**config.mk**
```make
export PLATFORM = sky130hd
export DESIGN_NAME = wb_io_arbiter
export DESIGN_NICKNAME = d
export VERILOG_FILES = /design/src/rtl/wb_arb_pkg.sv /design/src/rtl/wb_tmo_cnt.sv /design/src/rtl/wb_io_arbiter.sv
export SDC_FILE = /design/constraint.sdc
export NUM_CORES = 1
export LEC_CHECK = 0
export CAP_MARGIN = 25
export CORE_AREA = 2 2 143 145
export CTS_CLUSTER_DIAMETER = 60
export CTS_CLUSTER_SIZE = 30
export DETAILED_ROUTE_END_ITERATION = 12
export DIE_AREA = 0 0 145 147
export PLACE_DENSITY = 0.57
export SLEW_MARGIN = 20
export SYNTH_ARGS = -nofsm -noshare
export SYNTH_HDL_FRONTEND = slang
export SYNTH_SLANG_ARGS = --single-unit
export TNS_END_PERCENT = 100
```
**constraint.sdc**
```tcl
create_clock -name wb_clk_i -period 2.5 [get_ports wb_clk_i]
set_input_delay 0.25 -clock wb_clk_i [delete_from_list [all_inputs] [get_ports wb_clk_i]]
set_output_delay 0.25 -clock wb_clk_i [all_outputs]
set_load 0.1 [all_outputs]
```
**src/rtl/wb_arb_pkg.sv**
```systemverilog
// Shared types and constants for the two-master Wishbone IO arbiter.
package wb_arb_pkg;

    localparam int unsigned ADR_W = 32;
    localparam int unsigned DAT_W = 32;
    localparam int unsigned SEL_W = 4;
    localparam int unsigned CTI_W = 3;
    localparam int unsigned BTE_W = 2;

    typedef enum logic [1:0] {
        S_IDLE  = 2'd0,
        S_BUSY  = 2'd1,
        S_ABORT = 2'd2
    } arb_state_e;

    localparam logic M0 = 1'b0;
    localparam logic M1 = 1'b1;

    typedef struct packed {
        logic [ADR_W-1:0] adr;
        logic [DAT_W-1:0] dat;
        logic [SEL_W-1:0] sel;
        logic             we;
        logic             cyc;
        logic             stb;
        logic [CTI_W-1:0] cti;
        logic [BTE_W-1:0] bte;
    } wb_req_t;

    typedef struct packed {
        logic [DAT_W-1:0] dat;
        logic             ack;
        logic             err;
        logic             rty;
    } wb_rsp_t;

endpackage

```
**src/rtl/wb_tmo_cnt.sv**
```systemverilog
// Per-transfer watchdog: counts consecutive unterminated strobe cycles and flags expiry.
module wb_tmo_cnt #(
    parameter int unsigned TIMEOUT = 1023,
    parameter int unsigned CNT_W   = (TIMEOUT == 0) ? 1 : $clog2(TIMEOUT + 1)
) (
    input  logic clk,
    input  logic rst_n,
    input  logic clr,
    input  logic en,
    output logic expire_c
);

    generate
        if (TIMEOUT == 0) begin : g_off
            assign expire_c = 1'b0;
        end else begin : g_on
            localparam logic [CNT_W-1:0] LAST = CNT_W'(TIMEOUT - 1);

            logic [CNT_W-1:0] count;

            assign expire_c = en && !clr && (count == LAST);

            // Saturates at LAST; the arbiter leaves BUSY on expiry so it never wraps.
            always_ff @(posedge clk or negedge rst_n) begin
                if (!rst_n) begin
                    count <= '0;
                end else if (clr) begin
                    count <= '0;
                end else if (en && (count != LAST)) begin
                    count <= count + CNT_W'(1);
                end
            end
        end
    endgenerate

endmodule

```
**src/rtl/wb_io_arbiter.sv**
```systemverilog
// Round-robin two-master Wishbone arbiter onto the wb_io port, grant held per cyc,
// with a watchdog that aborts unterminated accesses.
module wb_io_arbiter
    import wb_arb_pkg::*;
#(
    parameter int unsigned TIMEOUT = 1023,
    parameter int unsigned CNT_W   = (TIMEOUT == 0) ? 1 : $clog2(TIMEOUT + 1)
) (
    input  logic        wb_clk_i,
    input  logic        wb_rst_n_i,

    input  logic [31:0] wb_m0_adr_i,
    input  logic [31:0] wb_m0_dat_i,
    input  logic [3:0]  wb_m0_sel_i,
    input  logic        wb_m0_we_i,
    input  logic        wb_m0_cyc_i,
    input  logic        wb_m0_stb_i,
    input  logic [2:0]  wb_m0_cti_i,
    input  logic [1:0]  wb_m0_bte_i,
    output logic [31:0] wb_m0_dat_o,
    output logic        wb_m0_ack_o,
    output logic        wb_m0_err_o,
    output logic        wb_m0_rty_o,

    input  logic [31:0] wb_m1_adr_i,
    input  logic [31:0] wb_m1_dat_i,
    input  logic [3:0]  wb_m1_sel_i,
    input  logic        wb_m1_we_i,
    input  logic        wb_m1_cyc_i,
    input  logic        wb_m1_stb_i,
    input  logic [2:0]  wb_m1_cti_i,
    input  logic [1:0]  wb_m1_bte_i,
    output logic [31:0] wb_m1_dat_o,
    output logic        wb_m1_ack_o,
    output logic        wb_m1_err_o,
    output logic        wb_m1_rty_o,

    output logic [31:0] wb_io_adr_o,
    output logic [31:0] wb_io_dat_o,
    output logic [3:0]  wb_io_sel_o,
    output logic        wb_io_we_o,
    output logic        wb_io_cyc_o,
    output logic        wb_io_stb_o,
    output logic [2:0]  wb_io_cti_o,
    output logic [1:0]  wb_io_bte_o,
    input  logic [31:0] wb_io_dat_i,
    input  logic        wb_io_ack_i,
    input  logic        wb_io_err_i,
    input  logic        wb_io_rty_i,

    output logic        tmo_o,
    output logic [31:0] tmo_adr_o,
    output logic        tmo_mst_o
);

    arb_state_e state;
    logic       owner;
    logic       last;

    wb_req_t req_m0, req_m1, req_own, req_io;
    wb_rsp_t rsp_own;
    logic    term, cnt_en, cnt_clr, expire_c;

    assign req_m0 = '{adr: wb_m0_adr_i, dat: wb_m0_dat_i, sel: wb_m0_sel_i, we: wb_m0_we_i,
                      cyc: wb_m0_cyc_i, stb: wb_m0_stb_i, cti: wb_m0_cti_i, bte: wb_m0_bte_i};
    assign req_m1 = '{adr: wb_m1_adr_i, dat: wb_m1_dat_i, sel: wb_m1_sel_i, we: wb_m1_we_i,
                      cyc: wb_m1_cyc_i, stb: wb_m1_stb_i, cti: wb_m1_cti_i, bte: wb_m1_bte_i};

    // Grant comes only from the registered owner, so no master input reaches arbitration.
    assign req_own = (owner == M1) ? req_m1 : req_m0;
    assign req_io  = (state == S_BUSY) ? req_own : '0;

    assign wb_io_adr_o = req_io.adr;
    assign wb_io_dat_o = req_io.dat;
    assign wb_io_sel_o = req_io.sel;
    assign wb_io_we_o  = req_io.we;
    assign wb_io_cyc_o = req_io.cyc;
    assign wb_io_stb_o = req_io.stb;
    assign wb_io_cti_o = req_io.cti;
    assign wb_io_bte_o = req_io.bte;

    always_comb begin
        rsp_own = '0;
        if (state == S_BUSY) begin
            rsp_own = '{dat: wb_io_dat_i, ack: wb_io_ack_i, err: wb_io_err_i, rty: wb_io_rty_i};
        end else if (state == S_ABORT) begin
            rsp_own.err = 1'b1;
        end
    end

    assign {wb_m0_dat_o, wb_m0_ack_o, wb_m0_err_o, wb_m0_rty_o} = (owner == M0) ? rsp_own : '0;
    assign {wb_m1_dat_o, wb_m1_ack_o, wb_m1_err_o, wb_m1_rty_o} = (owner == M1) ? rsp_own : '0;

    // A termination in the expiry cycle clears the counter and suppresses the abort.
    assign term    = wb_io_ack_i | wb_io_err_i | wb_io_rty_i;
    assign cnt_en  = (state == S_BUSY) && req_own.stb;
    assign cnt_clr = !cnt_en || term;

    wb_tmo_cnt #(
        .TIMEOUT (TIMEOUT),
        .CNT_W   (CNT_W)
    ) u_tmo_cnt (
        .clk      (wb_clk_i),
        .rst_n    (wb_rst_n_i),
        .clr      (cnt_clr),
        .en       (cnt_en),
        .expire_c (expire_c)
    );

    always_ff @(posedge wb_clk_i or negedge wb_rst_n_i) begin
        if (!wb_rst_n_i) begin
            state     <= S_IDLE;
            owner     <= M0;
            last      <= M1;
            tmo_o     <= 1'b0;
            tmo_adr_o <= '0;
            tmo_mst_o <= 1'b0;
        end else begin
            tmo_o <= 1'b0;
            case (state)
                S_IDLE: begin
                    if (wb_m0_cyc_i && wb_m1_cyc_i) begin
                        owner <= ~last;
                        state <= S_BUSY;
                    end else if (wb_m0_cyc_i) begin
                        owner <= M0;
                        state <= S_BUSY;
                    end else if (wb_m1_cyc_i) begin
                        owner <= M1;
                        state <= S_BUSY;
                    end
                end
                S_BUSY: begin
                    if (!req_own.cyc) begin
                        last  <= owner;
                        state <= S_IDLE;
                    end else if (expire_c) begin
                        tmo_o     <= 1'b1;
                        tmo_adr_o <= req_own.adr;
                        tmo_mst_o <= owner;
                        state     <= S_ABORT;
                    end
                end
                S_ABORT: begin
                    last  <= owner;
                    state <= S_IDLE;
                end
                default: state <= S_IDLE;
            endcase
        end
    end

endmodule

```
==> key figures <==
Cells and area
  • Fin cells: 1062
  • Area occupied by multi-input gates: approximately 0.0023 mm²
  • FILL cells: between 1500 and 2000
  • Fin nets: between 900 and 1000
  • Layout cells sized above 1: 28.3%
  • Reg area: 0.00121 mm²
  • Core Util, Final: 47.0%
  • Synth-to-Final Area Change: 147%

Setup path
  • Critical path capture point type: flop
  • Critical path startpoint category: flop
  • Peak fanout along the critical path: 33
  • Buffers and inverters on the worst path: 2
  • Crit path launch: u_tmo_cnt.g_on.count[0]
  • Kind of critical path: flop to flop
  • Critical-path top delay cell: buf_4
  • Slowest stage delay, CP: between 0.4 and 0.5 ns
  • WP data required: between 2 and 3 ns
  • Critical Path AT: 2.36 ns
  • Worst-path cell chain: inv_1, ha_1, and4_2, and3_4, nand4b_2, buf_4, mux2i_1
  • Reg-to-Reg Start: u_tmo_cnt.g_on.count[0]
  • CP top delay family: simple AND/OR/NAND/NOR gates

GRT
  • Vias in the first global route: 4337
  • Gr usage total: about 16%
  • Largest net degree at the start of global routing: 52
  • First-pass GRT wire length: 26200 µm
  • Initial antenna violation count: 1
  • Total gr overflow: 0

Yosys
  • Area leader, netlist: dfrtp_1
  • Post-synth top cells: mux2i_1 (111), nor2_1 (88), dfrtp_1 (47)
  • Register area share after synthesis: 31.9%
  • Synth Register Bits: 48
  • Post-synth EDFFs: 0
  • Synthesized Nets: 631
  • Yosys cell types: 38
  • Post-synth ARST share: 100%
  • Count leader, synth: mux2i_1
  • Synth Cell Area: 0.00377 mm²
  • Top cell type's share of synthesized area: around 31%
  • Synth Instances: 440
  • Mean Syn Cell Area: 8.57 µm²
  • Top cells by area, synth: dfrtp_1 (31%), mux2i_1 (29%), nor2_1 (8.8%)
  • Yosys warns: 0
  • Main flop type after synthesis: dfrtp_1

Clock network
  • Cts hold-fix bufs: 1
  • Max Buffers Root-to-Sink: 2
  • CTS clock-pin slew for the worst setup and hold paths: 0.07 ns
  • Post-CTS Resized: 0
  • CTS Sinks: 48
  • Clk root buf: clkbuf_16
  • Post-CTS Setup Bufs: 0
  • H-tree levels: 2
  • Clock latency on the worst-skew pair: 0.30 ns
  • CTS buffer count: 5
  • CTS tree: yes

Outcome
  • Outcome: finished clean

Detailed routing
  • First-pass detailed-route iteration total: 4
  • Via count: 4355
  • Post-DR vias/cell: 4.10
  • Wire per inst: 16.2 µm
  • DRT iter0 DRCs: ~130
  • Final WL: 17200 µm
  • Post-route ant nets: 0
  • Remaining DRCs: 0

Floorplan
  • Placement Rows: 52
  • I/O Pins: 369
  • Die X: 145 µm
  • Starting Density: about a fifth
  • Die area: 0.0213 mm²
  • Vert. Die Dim: 147 µm
  • Total core area: 0.0198 mm²

Power and ir drop
  • Peak VDD IR: 607 µV
  • Power Density: around 1500 mW/mm²
  • Static Leak: 0.00454 µW

Hold path
  • Class of the worst hold path: primary input to asynchronous set/reset pin

Place
  • Port Buffers: 368
  • Inst Count DP: between 1000 and 1500
  • Gpl congestion: a little under 0.8
  • Post-DP HPWL: 14500 µm

Timing
  • Least-Margin Pin Slew: 0.580 ns
  • Final setup fails: 0
  • Final Slew Violations: 0
  • Rel. slew slack: between 60% and 70%
  • Min Clock Period, post-route: about 2.2 ns
  • Part of the cycle the worst path needs: 86.2%
  • Max Clk Rate: 0.464 GHz
  • Hold Vio Cnt, Final: 0
  • RSZ-0062 raised after global routing: false
  • Final setup skew: 0.00694 ns

Run
  • Max cap viols: 0
[metrics by stage]
| stage | cell area [µm²] | worst slack, ns | hold WS (ns) | TNS [ns] | total power [µW] |
|---|---|---|---|---|---|
| after floorplan | 3810 | -0.128 | -0.0456 | -6.38 | 8720 |
| after global placement | 9130 | 0.437 | 0.257 | 0 | 13500 |
| after detailed placement | 9130 | 0.349 | 0.271 | 0 | 13500 |
| after CTS | 9330 | 0.324 | 0.476 | 0 | 14400 |
| after global routing | 9340 | 0.189 | 0.509 | 0 | 14700 |
| final | 9340 | 0.345 | 0.462 | 0 | 14300 |
[state kept, by name, summed over array words and instances, names as in the netlist]
signal,cells
tmo_adr_o,32
u_tmo_cnt.g_on.count,10
state,2
last,1
owner,1
tmo_mst_o,1
tmo_o,1
[placed cells by master, fill, tap and decap left out, types with 2 or more instances in the layout]
| master | count |
|---|---|
| xnor2_1 | 4 |
| nand2_1 | 4 |
| nor3_1 | 2 |
| and4_1 | 2 |
| mux2i_1 | 111 |
| dfrtp_1 | 46 |
| buf_12 | 149 |
| inv_1 | 36 |
| clkbuf_16 | 5 |
| buf_4 | 42 |
| nand3_1 | 6 |
| ha_1 | 2 |
| nor2b_1 | 2 |
| clkdlybuf4s50_1 | 187 |
| bufinv_16 | 2 |
| a311oi_1 | 2 |
| a31oi_1 | 3 |
| and3_1 | 34 |
| nor2b_2 | 2 |
| a21oi_1 | 3 |
| nand4_1 | 3 |
| nor2_1 | 75 |
| a211oi_1 | 2 |
| o21ai_0 | 3 |
| and2_1 | 34 |
| nor2_2 | 14 |
[cell type report]
type / instances / share of cell area (%)
timing repair buffer: 380 / 55.5
tap: 270 / 3.62
clock buffer: 5 / 1.34
inverter: 36 / 1.45
multi-input combinational: 319 / 24.4
sequential: 48 / 12.9
clock inverter: 3 / 0.737
antenna: 1 / 0.0268
[cell families (layout without fill, tap and decap cells)]
kind of cell	after synthesis	after routing	synth area share [%]
and+or+nand+nor	186	186	25.1
muxes	112	112	29.9
buffers and inverters	73	424	8.99
DFF	48	48	31.9
AOI/OAI and AO/OA	15	15	2.55
xor gates and xnor gates	4	4	0.929
adders and majority gates	2	2	0.663
other	0	1	0
[routing by layer]
| layer | up-vias | share of wire (%) | wire (µm) | GRT usage [%] |
|---|---|---|---|---|
| met3 | 8 | 8.1 | 1390 | 5.53 |
| li1 | 2164 | - | - | - |
| met4 | 0 | 0.81 | 140 | 3.17 |
| met1 | 1974 | 39 | 6730 | 18.4 |
| met2 | 209 | 52 | 8970 | 27.6 |
| met5 | - | 0 | 0 | 0 |
[report_power, final]
part | switching (µW) | leakage (µW) | internal (µW) | total, µW
clock network | 311 | 0.0000944 | 577 | 888
registers | 78.4 | 0.000494 | 813 | 891
logic | 8290 | 0.00396 | 4220 | 12500
[final timing paths]
| path | end | slack (ns) | cells past startpoint |
|---|---|---|---|
| min in group wb_clk_i | u_tmo_cnt.g_on.count[7] | 0.48 | 1 |
| worst max-delay path | tmo_adr_o[31] | 0.34 | 7 |
| max in group asynchronous | tmo_adr_o[4] | 1.38 | 3 |
| worst max register to register | tmo_adr_o[31] | 0.34 | 7 |
| worst min-delay path | tmo_adr_o[16] | 0.46 | 2 |
| worst min register to register | u_tmo_cnt.g_on.count[7] | 0.48 | 1 |
Note: power is estimated with default switching activity, not from simulation.
